### src/rtl/booth_mul_pkg.sv
// Shared constants, state/op encodings and the radix-4 Booth window decode
// for the iterative signed 16x16 multiplier.
package booth_mul_pkg;

    localparam int unsigned WIDTH  = 16;            // operand width, must be even
    localparam int unsigned PROD_W = 2 * WIDTH;     // product width
    localparam int unsigned ITER   = WIDTH / 2;     // one bit-pair retired per clock
    localparam int unsigned A_W    = WIDTH + 2;     // accumulator holds +/-2M without overflow
    localparam int unsigned Q_W    = WIDTH + 1;     // multiplier plus the implicit y[-1] bit
    localparam int unsigned CNT_W  = $clog2(ITER);

    typedef enum logic {
        IDLE,
        CALC
    } state_e;

    typedef enum logic [2:0] {
        PP_ZERO,
        PP_POS1,
        PP_POS2,
        PP_NEG1,
        PP_NEG2
    } booth_op_e;

    // Radix-4 Booth recoding of the window {y[i+1], y[i], y[i-1]}
    function automatic booth_op_e booth_decode(input logic [2:0] w);
        booth_op_e op;
        case (w)
            3'b001, 3'b010: op = PP_POS1;
            3'b011:         op = PP_POS2;
            3'b100:         op = PP_NEG2;
            3'b101, 3'b110: op = PP_NEG1;
            default:        op = PP_ZERO;
        endcase
        return op;
    endfunction

endpackage

### src/rtl/booth_r4_encoder.sv
// Combinational radix-4 Booth partial-product generator.
// Ports:
//   window  3-bit Booth window Q[2:0]
//   m       sign-extended multiplicand (A_W bits)
//   pp_c    selected partial product: 0, +M, +2M, -M or -2M (A_W bits)
module booth_r4_encoder
    import booth_mul_pkg::*;
(
    input  logic [2:0]     window,
    input  logic [A_W-1:0] m,
    output logic [A_W-1:0] pp_c
);

    booth_op_e      op_c;
    logic [A_W-1:0] m2_c;

    // 2M; m carries two sign bits so the shift cannot overflow
    assign m2_c = {m[A_W-2:0], 1'b0};

    always_comb begin
        pp_c = '0;
        op_c = booth_decode(window);
        case (op_c)
            PP_POS1: pp_c = m;
            PP_POS2: pp_c = m2_c;
            PP_NEG1: pp_c = A_W'(-m);
            PP_NEG2: pp_c = A_W'(-m2_c);
            default: pp_c = '0;
        endcase
    end

endmodule

### src/rtl/booth_multiplier16.sv
// Iterative signed 16x16 radix-4 Booth multiplier, 8 iteration cycles per product.
// Optional build macro BOOTH_MUL_ZERO_SKIP_EN: a zero operand completes in one
// cycle without entering CALC.
// Ports:
//   clk, rst_n  clock, asynchronous active-low reset
//   start       multiply request, sampled when idle
//   real_x      signed multiplicand
//   real_y      signed multiplier
//   busy        high while iterating
//   done        one-cycle completion pulse
//   product     signed 32-bit product, held until the next completion
module booth_multiplier16
    import booth_mul_pkg::*;
(
    input  logic              clk,
    input  logic              rst_n,
    input  logic              start,
    input  logic [WIDTH-1:0]  real_x,
    input  logic [WIDTH-1:0]  real_y,
    output logic              busy,
    output logic              done,
    output logic [PROD_W-1:0] product
);

    state_e           state_q, state_d;
    logic [CNT_W-1:0] count_q;
    logic [A_W-1:0]   a_q, m_q;
    logic [Q_W-1:0]   q_q;

    logic [A_W-1:0]   pp_c, a_sum_c, a_sh_c;
    logic [Q_W-1:0]   q_sh_c;
    logic             zero_c, load_c, skip_c, step_c, last_c;

`ifdef BOOTH_MUL_ZERO_SKIP_EN
    assign zero_c = (real_x == '0) || (real_y == '0);
`else
    assign zero_c = 1'b0;
`endif

    booth_r4_encoder u_encoder (
        .window (q_q[2:0]),
        .m      (m_q),
        .pp_c   (pp_c)
    );

    // Accumulate, then arithmetic shift {A,Q} right by two
    assign a_sum_c          = a_q + pp_c;
    assign {a_sh_c, q_sh_c} = {{2{a_sum_c[A_W-1]}}, a_sum_c, q_q[Q_W-1:2]};

    // State register
    always_ff @(posedge clk or negedge rst_n) begin
        if (!rst_n) state_q <= IDLE;
        else        state_q <= state_d;
    end

    // Next-state logic
    always_comb begin
        state_d = state_q;
        case (state_q)
            IDLE: if (start && !zero_c) state_d = CALC;
            CALC: if (count_q == CNT_W'(ITER - 1)) state_d = IDLE;
            default: state_d = IDLE;
        endcase
    end

    // Datapath control strobes
    always_comb begin
        load_c = 1'b0;
        skip_c = 1'b0;
        step_c = 1'b0;
        last_c = 1'b0;
        case (state_q)
            IDLE: begin
                load_c = start && !zero_c;
                skip_c = start && zero_c;
            end
            CALC: begin
                step_c = 1'b1;
                last_c = (count_q == CNT_W'(ITER - 1));
            end
            default: ;
        endcase
    end

    // Operand, accumulator and result registers
    always_ff @(posedge clk or negedge rst_n) begin
        if (!rst_n) begin
            count_q <= '0;
            a_q     <= '0;
            q_q     <= '0;
            m_q     <= '0;
            busy    <= 1'b0;
            done    <= 1'b0;
            product <= '0;
        end else begin
            done <= last_c || skip_c;
            if (load_c) begin
                m_q     <= {{(A_W - WIDTH){real_x[WIDTH-1]}}, real_x};
                q_q     <= {real_y, 1'b0};
                a_q     <= '0;
                count_q <= '0;
                busy    <= 1'b1;
            end else if (step_c) begin
                a_q     <= a_sh_c;
                q_q     <= q_sh_c;
                count_q <= count_q + CNT_W'(1);
            end
            if (last_c) begin
                // High half sits in A, low half in Q[16:1]
                product <= PROD_W'({a_sh_c, q_sh_c[Q_W-1:1]});
                busy    <= 1'b0;
            end else if (skip_c) begin
                product <= '0;
            end
        end
    end

endmodule

### config.mk
export PLATFORM = sky130hd
export DESIGN_NAME = booth_multiplier16
export DESIGN_NICKNAME = d
export VERILOG_FILES = /design/src/rtl/booth_mul_pkg.sv /design/src/rtl/booth_r4_encoder.sv /design/src/rtl/booth_multiplier16.sv
export SDC_FILE = /design/constraint.sdc
export NUM_CORES = 1
export LEC_CHECK = 0
export BUFFER_PORTS_ARGS = -buffer_cell sky130_fd_sc_hd__clkbuf_2
export CAP_MARGIN = 20
export CORE_MARGIN = 2
export CORE_UTILIZATION = 40
export DETAILED_ROUTE_END_ITERATION = 8
export GPL_TIMING_DRIVEN = 0
export PLACE_DENSITY = 0.67
export SLEW_MARGIN = 25
export SYNTH_ARGS = -nofsm -noshare
export SYNTH_HDL_FRONTEND = slang
export SYNTH_SLANG_ARGS = --single-unit
### constraint.sdc
create_clock -name clk -period 4.05 [get_ports clk]
set_input_delay 0.81 -clock clk [delete_from_list [all_inputs] [get_ports clk]]
set_output_delay 0.81 -clock clk [all_outputs]
set_load 0.005 [all_outputs]
==> run metrics <==
Max Root-Sink Buffers=2; Total GRT Usage=between 20% and 30%; initial core utilization=40.8%; Netlist cell types=65; Routed Wire Length=14400 µm; # IOs=between 60 and 70; Post-synth EDFFs=0; post-synth top area share=between 40 and 50%; outcome=finished, final reports clean; post-cts hold buffer count=0; critical path arrival=between 4 and 5 ns; Synth-to-Final Area Change=19.0%; Inst Count DP=786; TritonCTS Sinks=87; Max Cap Viol=0; Synth Register Bits=between 80 and 90; # DRC=0; Mapped Nets=around 600; Vias=around 4600; Gate Count Post-Synth=approximately 540; RSZ-0062 raised after global routing=false; DPL Wire Length=~11000 µm; ys async rst share=100%; Buffers on Ports=68; Clock Tree Root=clkbuf_16; Area contributors post-synth=dfrtp_1, mux2_2, ha_1; fin. max-slew vios=0; CTS tree=yes; flop-to-flop setup slack=approximately 0.18 ns; final period utilization=95.4%; nets=682; grt ovf=0; vias in the first global route=4603; Final Critical Period=around 3.9 ns; Core Footprint=between 10000 and 15000 µm²; Worst Reg-to-Reg Cells=16; ys flop type=dfrtp_1; top cell type by total area after synthesis=dfrtp_1; crit start category=register; share of post-route cells with drive strength above 1=between 20 and 30%; gpl congestion=0.933; CP Capture Type=register; starting DRC count in detailed routing=316; CTS HTree Levels=3; Final setup violation count=0; Post-Synthesis Cell Area=5390 µm²; Worst-path clk slew=approximately 0.07 ns; largest net degree at the start of global routing=88; first-pass GRT wire length=around 24000 µm; CTS buffer count=9; Finished Layout Cells=~810; die area=about 14000 µm²; reg2reg start=m_q[0]; Rel. slew slack=slightly above 50%; Skew-Pair Late Insertion Delay=around 0.35 ns; Max Fclk=around 260 MHz; Syn Area/Cell=approximately 10 µm²; Seq/Total Area, Yosys=between 40% and 50%; Crit Path Category=register to register; DR pass1 iterations=4; vias per cell=approximately 5.7; top cells by count, synth=dfrtp_1, nand2_1, mux2_2, o21ai_0, nor2_1; # diodes=0; fillcell total=1258; Worst Clk Skew=between 0.007 and 0.008 ns; initial antenna violation count=0; capturing point of the worst reg2reg path=product[31]; Slew @ Worst Pin=about 0.74 ns; floorplan die width=~120 µm; Ys Warns=0; most frequent cell after synthesis=dfrtp_1; post-DR wirelength/cell=roughly 18 µm; endpoints failing hold=0; Critical Path Fanout Max=6; Worst EP required=between 4 and 5 ns; die height=120 µm; Antenna Nets Post-Route=0; Tightest Hold Check Type=primary input to asynchronous set/reset pin; num rows=42
[logic make-up after synthesis]
kind of cell	after synthesis	share of synthesized area [%]
flops	87	40.4
buf+inv	49	3.72
simple gates	141	13.8
fa+ha+maj	21	5.02
xor+xnor	24	3.90
mux	63	12.9
compound gates	156	20.2
[worst max-delay path by stage]
stage	startpoint	end	slack (ns)
2_1_floorplan	m_q[0]	product[31]	0.39
3_3_place_gp	m_q[0]	product[31]	-0.27
3_5_place_dp	m_q[0]	product[31]	-0.31
4_1_cts	m_q[2]	product[31]	0.01
5_1_grt	m_q[2]	product[31]	0.0006
6_report	m_q[0]	product[31]	0.18
[layout make-up]
| type | count | area, µm² | share of cell area (%) |
|---|---|---|---|
| buffer | 35 | 151 | 2.36 |
| clock buffer | 9 | 225 | 3.51 |
| timing repair buffer | 76 | 429 | 6.70 |
| sequential | 87 | 2180 | 34.0 |
| tap | 176 | 220 | 3.44 |
| clock inverter | 7 | 77.6 | 1.21 |
| multi-input combinational | 405 | 3080 | 48.1 |
| inverter | 12 | 45.0 | 0.703 |
[sequential cells by signal, indices dropped and copies added, names as in the netlist]
register  cells
product      32
q_q          17
a_q          16
m_q          16
count_q       3
busy          1
done          1
state_q       1
[critical path, stage by stage (launching register included)]
cell	delay [ns]
dfrtp_2	0.44
inv_2	0.12
ha_4	0.16
nor3b_4	0.30
buf_4	0.18
nand4_1	0.14
nand2_1	0.12
xor2_1	0.17
o21ai_0	0.09
a22o_1	0.26
ha_1	0.31
a21oi_2	0.18
inv_1	0.08
a311o_1	0.36
a211oi_4	0.37
nor3_1	0.10
a2111o_1	0.38
[per-layer routing]
layer | share of wire [%] | global-route usage (%) | routed length [µm]
met4 | 2.3 | 8.75 | 327
met5 | 0 | 0 | 0
met3 | 7.0 | 5.04 | 1010
met1 | 46 | 28.2 | 6570
met2 | 45 | 32.1 | 6510
[through the flow]
step	area [µm²]	setup TNS [ns]	hold WS, ns	utilization (%)	worst slack (ns)
after floorplan	5390	0	0.453	-	0.387
after global placement	5950	-0.414	0.468	45.1	-0.275
after detailed placement	5980	-0.512	0.475	45.4	-0.314
after CTS	6320	0	0.485	47.9	0.0103
after global routing	6410	0	0.499	48.6	0.000551
final	6410	0	0.474	48.6	0.184
[repair_timing]
item	4_1_cts	5_1_grt
setup buffers	2	5
pin swaps	1	11
gates resized for setup	3	21
endpoints found under the setup margin	4	5
[cells in the final DEF, fill, tap and decap left out, drive strengths merged, types with 9 or more instances in the layout]
cell type    n
nand2       56
dfrtp       87
o211ai      11
clkbuf     102
a22o        14
ha          20
nor2        30
mux2        42
o21ai       39
mux2i       20
inv         14
nand4        9
xor2        11
a21oi       24
xnor2       13
buf         18
Power is left out: the tool's default activity adds up to more than one toggle a clock period on the data nets, which glitch-free logic cannot reach.
